==> src/rtl/riscv_32i_defs_pkg.sv <==
// rtl/riscv_32i_defs_pkg.sv - RV32I load/store width encodings and LSU decode helpers
package riscv_32i_defs_pkg;

    typedef enum logic [2:0] {
        LB  = 3'b000,
        LH  = 3'b001,
        LW  = 3'b010,
        LBU = 3'b100,
        LHU = 3'b101
    } load_funct3_e;

    typedef enum logic [2:0] {
        SB = 3'b000,
        SH = 3'b001,
        SW = 3'b010
    } store_funct3_e;

    function automatic logic funct3_legal(input logic is_store, input logic [2:0] f3);
        if (is_store)
            return (f3 == SB) || (f3 == SH) || (f3 == SW);
        else
            return (f3 == LB) || (f3 == LH) || (f3 == LW) || (f3 == LBU) || (f3 == LHU);
    endfunction

    // Halfword codes are shared by LH/SH, word codes by LW/SW.
    function automatic logic misaligned_access(input logic [2:0] f3, input logic [1:0] off);
        case (f3)
            LH, LHU: return off[0];
            LW:      return |off;
            default: return 1'b0;
        endcase
    endfunction

endpackage

==> src/rtl/load_store_unit_if.sv <==
// rtl/load_store_unit_if.sv - core request/response and data memory signals of the load/store unit
interface load_store_unit_if;

    logic        req_valid;
    logic        req_ready;
    logic        req_is_store;
    logic [2:0]  funct3;
    logic [31:0] addr;
    logic [31:0] store_data;
    logic        resp_valid;
    logic [31:0] load_data;
    logic        misaligned;
    logic        mem_wr_sel;
    logic [31:0] mem_addr;
    logic [31:0] mem_wr_data;
    logic [31:0] mem_rd_data;

    modport slave (
        input  req_valid, req_is_store, funct3, addr, store_data, mem_rd_data,
        output req_ready, resp_valid, load_data, misaligned, mem_wr_sel, mem_addr, mem_wr_data
    );

    modport master (
        output req_valid, req_is_store, funct3, addr, store_data, mem_rd_data,
        input  req_ready, resp_valid, load_data, misaligned, mem_wr_sel, mem_addr, mem_wr_data
    );

endinterface

==> src/rtl/lsu_data_align.sv <==
// rtl/lsu_data_align.sv - load lane extract/extend and sub-word store merge (combinational)
module lsu_data_align
    import riscv_32i_defs_pkg::*;
(
    input  logic [31:0] i_word,
    input  logic [1:0]  i_offset,
    input  logic [2:0]  i_funct3,
    input  logic        i_is_store,
    input  logic [31:0] i_store_data,
    output logic [31:0] o_load_data,
    output logic [31:0] o_store_word
);

    logic [7:0]  w_byte;
    logic [15:0] w_half;

    always_comb begin
        w_byte = i_word[7:0];
        case (i_offset)
            2'd1:    w_byte = i_word[15:8];
            2'd2:    w_byte = i_word[23:16];
            2'd3:    w_byte = i_word[31:24];
            default: w_byte = i_word[7:0];
        endcase
    end

    assign w_half = i_offset[1] ? i_word[31:16] : i_word[15:0];

    always_comb begin
        o_load_data = 32'h0;
        if (!i_is_store) begin
            case (i_funct3)
                LB:      o_load_data = {{24{w_byte[7]}}, w_byte};
                LH:      o_load_data = {{16{w_half[15]}}, w_half};
                LW:      o_load_data = i_word;
                LBU:     o_load_data = {24'h0, w_byte};
                LHU:     o_load_data = {16'h0, w_half};
                default: o_load_data = 32'h0;
            endcase
        end
    end

    // Only the addressed lane is replaced; the rest comes from the word just read.
    always_comb begin
        o_store_word = i_store_data;
        case (i_funct3)
            SB: begin
                case (i_offset)
                    2'd0:    o_store_word = {i_word[31:8], i_store_data[7:0]};
                    2'd1:    o_store_word = {i_word[31:16], i_store_data[7:0], i_word[7:0]};
                    2'd2:    o_store_word = {i_word[31:24], i_store_data[7:0], i_word[15:0]};
                    default: o_store_word = {i_store_data[7:0], i_word[23:0]};
                endcase
            end
            SH:      o_store_word = i_offset[1] ? {i_store_data[15:0], i_word[15:0]}
                                                : {i_word[31:16], i_store_data[15:0]};
            default: o_store_word = i_store_data;
        endcase
    end

endmodule

==> src/rtl/load_store_unit.sv <==
// rtl/load_store_unit.sv - RV32I load/store unit FSM with read-modify-write sub-word stores
// Define LSU_MISALIGN_TRAP_EN to complete misaligned LH/LHU/SH/LW/SW as errors instead of aligning them.
module load_store_unit
    import riscv_32i_defs_pkg::*;
(
    input  logic             clk,
    input  logic             rst_n,
    load_store_unit_if.slave bus
);

    typedef enum logic [2:0] {IDLE, LOAD, RMW_RD, WRITE, DONE} state_e;

    state_e      r_state;
    logic [31:0] r_addr;
    logic [2:0]  r_funct3;
    logic [31:0] r_store_data;
    logic        r_is_store;
    logic        r_req_ready;
    logic        r_resp_valid;
    logic [31:0] r_load_data;
    logic        r_misaligned;
    logic        r_mem_wr_sel;
    logic [31:0] r_mem_wr_data;

    logic        w_legal;
    logic        w_trap;
    logic [31:0] w_load_data;
    logic [31:0] w_store_word;

    assign w_legal = funct3_legal(bus.req_is_store, bus.funct3);

`ifdef LSU_MISALIGN_TRAP_EN
    assign w_trap = w_legal && misaligned_access(bus.funct3, bus.addr[1:0]);
`else
    assign w_trap = 1'b0;
`endif

    lsu_data_align u_align (
        .i_word       (bus.mem_rd_data),
        .i_offset     (r_addr[1:0]),
        .i_funct3     (r_funct3),
        .i_is_store   (r_is_store),
        .i_store_data (r_store_data),
        .o_load_data  (w_load_data),
        .o_store_word (w_store_word)
    );

    always_ff @(posedge clk or negedge rst_n) begin
        if (!rst_n) begin
            r_state       <= IDLE;
            r_addr        <= 32'h0;
            r_funct3      <= 3'b000;
            r_store_data  <= 32'h0;
            r_is_store    <= 1'b0;
            r_req_ready   <= 1'b1;
            r_resp_valid  <= 1'b0;
            r_load_data   <= 32'h0;
            r_misaligned  <= 1'b0;
            r_mem_wr_sel  <= 1'b0;
            r_mem_wr_data <= 32'h0;
        end else begin
            case (r_state)
                IDLE: begin
                    if (bus.req_valid) begin
                        r_addr       <= bus.addr;
                        r_funct3     <= bus.funct3;
                        r_store_data <= bus.store_data;
                        r_is_store   <= bus.req_is_store;
                        r_req_ready  <= 1'b0;
                        if (!w_legal || w_trap) begin
                            r_state      <= DONE;
                            r_resp_valid <= 1'b1;
                            r_misaligned <= w_trap;
                        end else if (!bus.req_is_store) begin
                            r_state <= LOAD;
                        end else if (bus.funct3 == SW) begin
                            r_state       <= WRITE;
                            r_mem_wr_sel  <= 1'b1;
                            r_mem_wr_data <= bus.store_data;
                        end else begin
                            r_state <= RMW_RD;
                        end
                    end
                end
                LOAD: begin
                    r_load_data  <= w_load_data;
                    r_resp_valid <= 1'b1;
                    r_state      <= DONE;
                end
                RMW_RD: begin
                    r_mem_wr_data <= w_store_word;
                    r_mem_wr_sel  <= 1'b1;
                    r_state       <= WRITE;
                end
                WRITE: begin
                    r_mem_wr_sel  <= 1'b0;
                    r_mem_wr_data <= 32'h0;
                    r_resp_valid  <= 1'b1;
                    r_state       <= DONE;
                end
                DONE: begin
                    r_resp_valid <= 1'b0;
                    r_load_data  <= 32'h0;
                    r_misaligned <= 1'b0;
                    r_req_ready  <= 1'b1;
                    r_state      <= IDLE;
                end
                default: r_state <= IDLE;
            endcase
        end
    end

    assign bus.req_ready   = r_req_ready;
    assign bus.resp_valid  = r_resp_valid;
    assign bus.load_data   = r_load_data;
    assign bus.misaligned  = r_misaligned;
    assign bus.mem_wr_sel  = r_mem_wr_sel;
    assign bus.mem_wr_data = r_mem_wr_data;
    assign bus.mem_addr    = (r_state == IDLE) ? 32'h0 : {r_addr[31:2], 2'b00};

endmodule

==> src/flat_wrapper.sv <==
// flat-port wrapper written by rule: the top's interface ports become plain ports
module load_store_unit_flat import riscv_32i_defs_pkg::*;
  (clk, rst_n, bus_req_valid, bus_req_is_store, bus_funct3, bus_addr, bus_store_data, bus_mem_rd_data, bus_req_ready, bus_resp_valid, bus_load_data, bus_misaligned, bus_mem_wr_sel, bus_mem_addr, bus_mem_wr_data);
  load_store_unit_if bus_i ();
  input  logic clk;
  input  logic rst_n;
  input wire logic [$bits(bus_i.req_valid)-1:0] bus_req_valid;
  input wire logic [$bits(bus_i.req_is_store)-1:0] bus_req_is_store;
  input wire logic [$bits(bus_i.funct3)-1:0] bus_funct3;
  input wire logic [$bits(bus_i.addr)-1:0] bus_addr;
  input wire logic [$bits(bus_i.store_data)-1:0] bus_store_data;
  input wire logic [$bits(bus_i.mem_rd_data)-1:0] bus_mem_rd_data;
  output wire logic [$bits(bus_i.req_ready)-1:0] bus_req_ready;
  output wire logic [$bits(bus_i.resp_valid)-1:0] bus_resp_valid;
  output wire logic [$bits(bus_i.load_data)-1:0] bus_load_data;
  output wire logic [$bits(bus_i.misaligned)-1:0] bus_misaligned;
  output wire logic [$bits(bus_i.mem_wr_sel)-1:0] bus_mem_wr_sel;
  output wire logic [$bits(bus_i.mem_addr)-1:0] bus_mem_addr;
  output wire logic [$bits(bus_i.mem_wr_data)-1:0] bus_mem_wr_data;
  assign bus_i.req_valid = bus_req_valid;
  assign bus_i.req_is_store = bus_req_is_store;
  assign bus_i.funct3 = bus_funct3;
  assign bus_i.addr = bus_addr;
  assign bus_i.store_data = bus_store_data;
  assign bus_i.mem_rd_data = bus_mem_rd_data;
  assign bus_req_ready = bus_i.req_ready;
  assign bus_resp_valid = bus_i.resp_valid;
  assign bus_load_data = bus_i.load_data;
  assign bus_misaligned = bus_i.misaligned;
  assign bus_mem_wr_sel = bus_i.mem_wr_sel;
  assign bus_mem_addr = bus_i.mem_addr;
  assign bus_mem_wr_data = bus_i.mem_wr_data;
  load_store_unit u_core (.clk(clk), .rst_n(rst_n), .bus(bus_i));
endmodule
==> config.mk <==
export PLATFORM = sky130hd
export DESIGN_NAME = load_store_unit_flat
export DESIGN_NICKNAME = d
export VERILOG_FILES = /design/src/rtl/riscv_32i_defs_pkg.sv /design/src/rtl/load_store_unit_if.sv /design/src/rtl/lsu_data_align.sv /design/src/rtl/load_store_unit.sv /design/src/flat_wrapper.sv
export SDC_FILE = /design/constraint.sdc
export NUM_CORES = 1
export LEC_CHECK = 0
export CORE_MARGIN = 2
export CORE_UTILIZATION = 40
export CTS_CLUSTER_SIZE = 24
export DETAILED_ROUTE_END_ITERATION = 10
export GPL_TIMING_DRIVEN = 0
export PLACE_DENSITY = 0.81
export SYNTH_ARGS = -nofsm -noshare
export SYNTH_HDL_FRONTEND = slang
export SYNTH_SLANG_ARGS = --single-unit
==> constraint.sdc <==
create_clock -name clk -period 1.7 [get_ports clk]
set_input_delay 0.17 -clock clk [delete_from_list [all_inputs] [get_ports clk]]
set_output_delay 0.17 -clock clk [all_outputs]
set_load 0.02 [all_outputs]
---- After elaboration in Yosys (flattened, before gate mapping) ----
Index checks and enable logic that the tools add are counted.
Widths: inputs -> output; s select.
operators by class
  reductions and logical operators ........ 18
  multiply operators ...................... 0
  equal/unequal tests ..................... 20
  muxes and demuxes ....................... 33
  shift-type cells ........................ 0
  div/mod/pow operators ................... 0
  bitwise gates (word level) .............. 0
  order comparisons ....................... 0
  add/subtract/negate cells ............... 0
operators by type and width
  kind                number
  $mux 32             7
  $pmux 32 s3         2
  $pmux 32 s5         1
  $pmux 32 s2         2
  $pmux 8 s3          1
  $mux 16             1
  $eq 3x3->1 const B  5
  $eq 3x2->1 const B  4
  $mux 1              11
  $eq 3x1->1 const B  3
  $logic_not 3->1     3
  $mux 3              3
  $pmux 3 s3          1
  $ne 2x2->1 const B  3
  $pmux 1 s3          2
  $reduce_and 3->1    2
  $reduce_bool 3->1   2
  $reduce_and 5->1    1
  $eq 2x2->1 const B  2
  $logic_or 1x1->1    4
  $ne 2x1->1 const B  2
  $pmux 1 s2          2
  $reduce_and 2->1    2
  $reduce_bool 2->1   2
  3 further kinds     3
storage, ports and cells
  memories kept ........................... 0
  ROM bits ................................ 0
  word-level logic and storage cells ...... 82
  memory bits (writable) .................. 0
  register bits after elaboration ......... 139
  latch bits .............................. 0

---- Longest topological paths before layout ----
  depth in word-level cells ............... 9
  mapped depth ............................ 7
  mapped depth without buffers ............ 4

---- Cells and area by module ----
Synthesis repeated with hierarchy kept, for this count alone.
second synthesis, totals
  cell total of the unflattened synthesis .. 705
  area total of the unflattened synthesis .. 7,490.9 um^2
by module, submodules not included
  module           cells an instance  instances  area each (um^2)  sequential area each (um^2)
  load_store_unit  473                1          5,955.7           3,454.6
  lsu_data_align   232                1          1,535.2           0.0

---- Least setup slack after synthesis ----
OpenSTA, ideal clock, no wires.
  path type ............................... reg2reg
  from .................................... register u_core.r_state[1]
  to ...................................... register u_core.r_addr[0]
  setup time .............................. 125 ps
  cell stages (with the launch flop) ...... 7
  clock period less this slack ............ 1,720 ps
  required time ........................... 1,575 ps
  path buffers ............................ 3
  data arrival time ....................... 1,595 ps
  path slack .............................. -20 ps
  cells stage by stage .................... dfrtp_1 > buf_2 > nor3_1 > and2_1 > buf_2 > buf_4 > mux2_2
on the way
  cells in the longest elaborated chain, start to end .. 2
ends and longest elaborated chain
  element                            RTL line               source
  start: declaration                 load_store_unit.sv:13  state_e r_state;
  start signal: assignment           load_store_unit.sv:50  r_state <= IDLE;
  start signal: assignment           load_store_unit.sv:71  r_state <= DONE;
  start signal: assignment           load_store_unit.sv:75  r_state <= LOAD;
  $logic_not 3->1                    load_store_unit.sv:62  case (r_state)
  $reduce_and 2->1 (no source line)  n/a
  end signal: assignment             load_store_unit.sv:65  r_addr <= bus.addr;
  end: declaration                   load_store_unit.sv:14  logic [31:0] r_addr;
Every way passes these cells.
A chain may end at the register's enable or synchronous reset.

---- Worst setup path in the final report ----
  from .................................... register u_core.r_funct3[2]
  to ...................................... register u_core.r_load_data[30] (netlist: u_core.bus.load_data[30])
on the way
  cells in the longest elaborated chain, start to end .. 4
ends and longest elaborated chain
  element                                   RTL line               source
  start: declaration                        load_store_unit.sv:15  logic [2:0] r_funct3;
  start signal: assignment                  load_store_unit.sv:66  r_funct3 <= bus.funct3;
  $eq 3x3->1, or another cell as far along  lsu_data_align.sv:32   case (i_funct3)
  $pmux 32 s5 *                             lsu_data_align.sv:32
  $mux 32 *                                 lsu_data_align.sv:31   if (!i_is_store) begin
  $pmux 32 s2 *                             load_store_unit.sv:62
  end signal: assignment                    load_store_unit.sv:86  r_load_data <= w_load_data;
  end: declaration                          load_store_unit.sv:20  logic [31:0] r_load_data;
Every way passes the cells marked *; elsewhere a longest branch is shown, timed or not.

==> impl_metrics.toml <==
[global_route]
use_met1 = 0.305
top_usage_layer = "met2"
globalRouteOverflowTotal = 0
groute.usage.overall = 0.254
grt_first_pass_wirelength_microns = 35200
number_of_antenna_violations_at_the_first_check_in_global_routing = 0
first_global_vias = 6395
grtUsageMet2 = 0.416
grt_start_max_net_pins = 98
global_route.usage.met3 = 0.0850

[pwr]
power.ir.vdd_worst_uv = 1280
total_power_w = 0.0242
p_per_area_nw_per_um2 = 2170
power.static_leakage_nw = 4.91

[cts]
clock_pin_slew_of_the_registers_on_the_worst_case_setup_and_hold_paths_ns = 0.06
clock_insertion_delay_worst_skew_ns = 0.44
cts-htree-levels = 4
cts.sinks = 138
cts_tree = "done"
clk_root_buffer_cell = "clkbuf_16"
clock_path_buffers = 2
tritoncts.num_buffers = 17

[synth]
synth_fa_ha_area_frac = 0
yosysUniqueCellTypes = 60
synth-compound-area-share = 0.168
synth_area_sq_um = 6960
synth_top_family_by_area = "multiplexers"
synth_edf_count = 0
synth_largest_area_cell = "dfrtp_1"
synth_sequential_area_ratio = 0.496
yosys.area.top_type_share = 0.493
avgSynthCellArea_sq_um = 11.6
ff_latch_count_synth = 138
synth-async-reset-ratio = 1.00
post_synth_and_or_nand_nor_area_fraction = 0.110
dominantRegCellSynth = "dfrtp_1"
synth_cells = 598
synthTopCellsByArea = "dfrtp_1 49%, mux2_2 12%, nor2b_1 2.9%, mux2i_1 2.6%, o21ai_0 2.2%"
synth.area.mux_share = 0.173
xor_and_xnor_area_share_after_synthesis = 0.00126
synth-warning-count = 0

[placed_design]
hpwl_after_detailed_placement_microns = 16400
post_placement_cell_count = 1025
globalplace.congestion = 0.922
place_area_sq_um = 9270
port_buffers = 199

[outcome]
violated_checks = "setup timing"
status = "finished with violations"

[drt]
first_pass_iters = 7
totalWireLength_microns = 25800
ant_nets = 0
post-route-drc-count = 0
dr_total_vias = 6577
drtIter0Drc = 729
avgViaCountPerCell = 5.97
wire_per_inst_microns = 23.5

[sta]
hold_violations = 0
worst-slew-pin-transition_ns = 0.549
period_needed_ns = 1.90
final.setup.worst_slack_ns = -0.195
max_freq_mhz = 528
worst_slew_margin_rel = 0.634
finalSetupViolCount = 144
clock-skew-final_ns = 0.00822
fin_crit_share = 1.11
maxSlewViolCount = 0
grt_setup_unrepaired = "true"

[layout]
filler_cell_count = 1226
fin_nets = 966
sequential_cell_area_sq_um = 3460
area_growth_pct = 60.0
multi_input_area_sq_um = 3720
fin_util = 0.648
antenna_diode_count = 0
share_of_layout_cells_above_drive_strength_1 = 0.381
finalNonFillerCells = 1101
fin_area_sq_um = 11100

[die]
die_area_sq_um = 18500
floorplan.die.width_microns = 136
rows = 48
die_h_microns = 136
io_pins = 203
core-area_sq_um = 17200
initial_core_util = 0.405

[critical_path]
critical_path.endpoint_type = "register"
cp_cell_sequence = "or2_2 > buf_4 > a211oi_2 > and3_1 > buf_6 > clkbuf_16 > a221o_2"
cpPeakStageDelay_ns = 0.49
type_of_the_worst_setup_path = "reg -> reg"
critical_path.max_fanout = 10
cpMaxStageDelayCell = "dfrtp_2"
setup.worst_path.start_class = "register"
critPathRequiredTime_ns = 2.08
timing.critical_path.arrival_ns = 2.27

[run]
maxCapViolCount = 0

[hold_path]
min-delay-path-class = "in -> async"
critical path, delay by kind of cell (launching register included):
kind | cells | cell delay, ns
flip-flops | 1 | 0.49
AND/OR/NAND/NOR | 2 | 0.55
AO/OA/AOI/OAI | 2 | 0.31
buffers and inverters | 3 | 0.48
final cells by class:
class,instances,share of cell area
plain buffers,48,0.0478
clock buffers,17,0.0382
clock inverters,15,0.0139
inverters,9,0.00326
multi-input cells,403,0.334
flip-flops and latches,138,0.311
well taps,225,0.0253
repair buffers,246,0.227
cell families (layout without fill, tap and decap cells):
| family | after synthesis | count (layout) |
|---|---|---|
| xor+xnor | 1 | 1 |
| flops | 138 | 138 |
| buf+inv | 59 | 335 |
| simple gates | 139 | 139 |
| other cells | 1 | 3 |
| mux | 100 | 100 |
| compound gates | 160 | 160 |
cells in the final DEF, fill, tap and decap left out, types with 5 or more instances in the layout:
cell and n:
dfrtp_1 135, buf_6 34, nor2b_1 20, clkbuf_4 5
a31o_2 8, o21ai_2 9, nor2_1 24, a21oi_1 24
clkbuf_2 6, mux2_2 8, nor2b_4 12, mux4_2 7
inv_6 7, clkdlybuf4s50_1 167, buf_12 9, a221o_2 12
mux2i_1 18, nand3_1 15, o211ai_1 17, nand2_1 27
buf_2 15, and3_1 8, o21ai_1 11, a222oi_1 7
a21oi_2 5, inv_1 8, o21ai_0 13, a221oi_2 6
a22o_2 6, clkbuf_16 28, o22ai_1 9, mux2_4 66
buf_4 40, a221oi_1 8, a22oi_2 6
flip-flops by register name, indices dropped and copies added (netlist names):
signal and flops:
u_core.bus.resp_valid 1, u_core.r_addr 32, u_core.bus.req_ready 1, u_core.r_funct3 3
u_core.r_store_data 32, u_core.r_state 3, u_core.r_is_store 1, u_core.bus.mem_wr_sel 1
u_core.bus.mem_wr_data 32, u_core.bus.load_data 32
power breakdown:
group / internal [W] / switching [W] / total (W) / leakage, nW
logic: 0.00756 / 0.00679 / 0.0143 / 2.95
registers: 0.00488 / 0.00125 / 0.00613 / 1.67
clock network: 0.00207 / 0.00165 / 0.00372 / 0.280
total: 0.0145 / 0.00969 / 0.0242 / 4.91
path summary, 6_finish.rpt:
| kind | startpoint | end | slack, ns | cells after the start |
|---|---|---|---|---|
| worst max-delay path | u_core.r_funct3[2] | u_core.bus.load_data[30] | -0.20 | 7 |
| max in group asynchronous | rst_n | u_core.bus.load_data[13] | 0.64 | 3 |
| min in group clk | bus_addr[2] | u_core.r_addr[2] | 0.35 | 2 |
| worst max register to register | u_core.r_funct3[2] | u_core.bus.load_data[30] | -0.20 | 7 |
| worst min-delay path | rst_n | u_core.r_addr[2] | 0.22 | 2 |
| worst min register to register | u_core.bus.load_data[15] | u_core.bus.load_data[15] | 0.49 | 2 |
layer usage:
metal,part of all wire,up-vias,wire (microns)
met5,0,-,0
met4,0.047,0,1210
met3,0.11,104,2820
met2,0.47,498,12200
met1,0.37,3189,9600
li1,-,2786,-
timing repair:
action | 4_1_cts | 5_1_grt
endpoints found under the setup margin | 158 | 163
resized for setup | 205 | 192
setup buffers | 23 | 10
pin swaps | 5 | 13
cloned | 3 | 10
endpoints found under the hold margin | 41 | 0
hold buffers | 1 | 0
through the flow:
step                setup TNS [ns]  hold slack [ns]  setup WS (ns)
floorplan                        0           -0.126         0.0331
global placement           -748.79            0.470          -5.12
detailed placement          -45.14            0.122         -0.562
CTS                         -14.39            0.227         -0.147
global route                -25.57            0.251         -0.279
finish                      -16.93            0.217         -0.195
synth_stat cells (7+ instances only):
cell type	number
a21oi_1	29
a221o_2	12
a221oi_1	15
a222oi_1	7
a22oi_1	8
a31o_2	8
and3_1	8
buf_2	16
buf_4	12
buf_6	7
clkbuf_1	12
dfrtp_1	137
inv_1	8
mux2_2	74
mux2i_1	18
nand2_1	29
nand3_1	15
nor2_1	27
nor2b_1	32
o211ai_1	17
o21ai_0	30
o22ai_1	9
No activity file was read; power rests on OpenSTA's default activity.
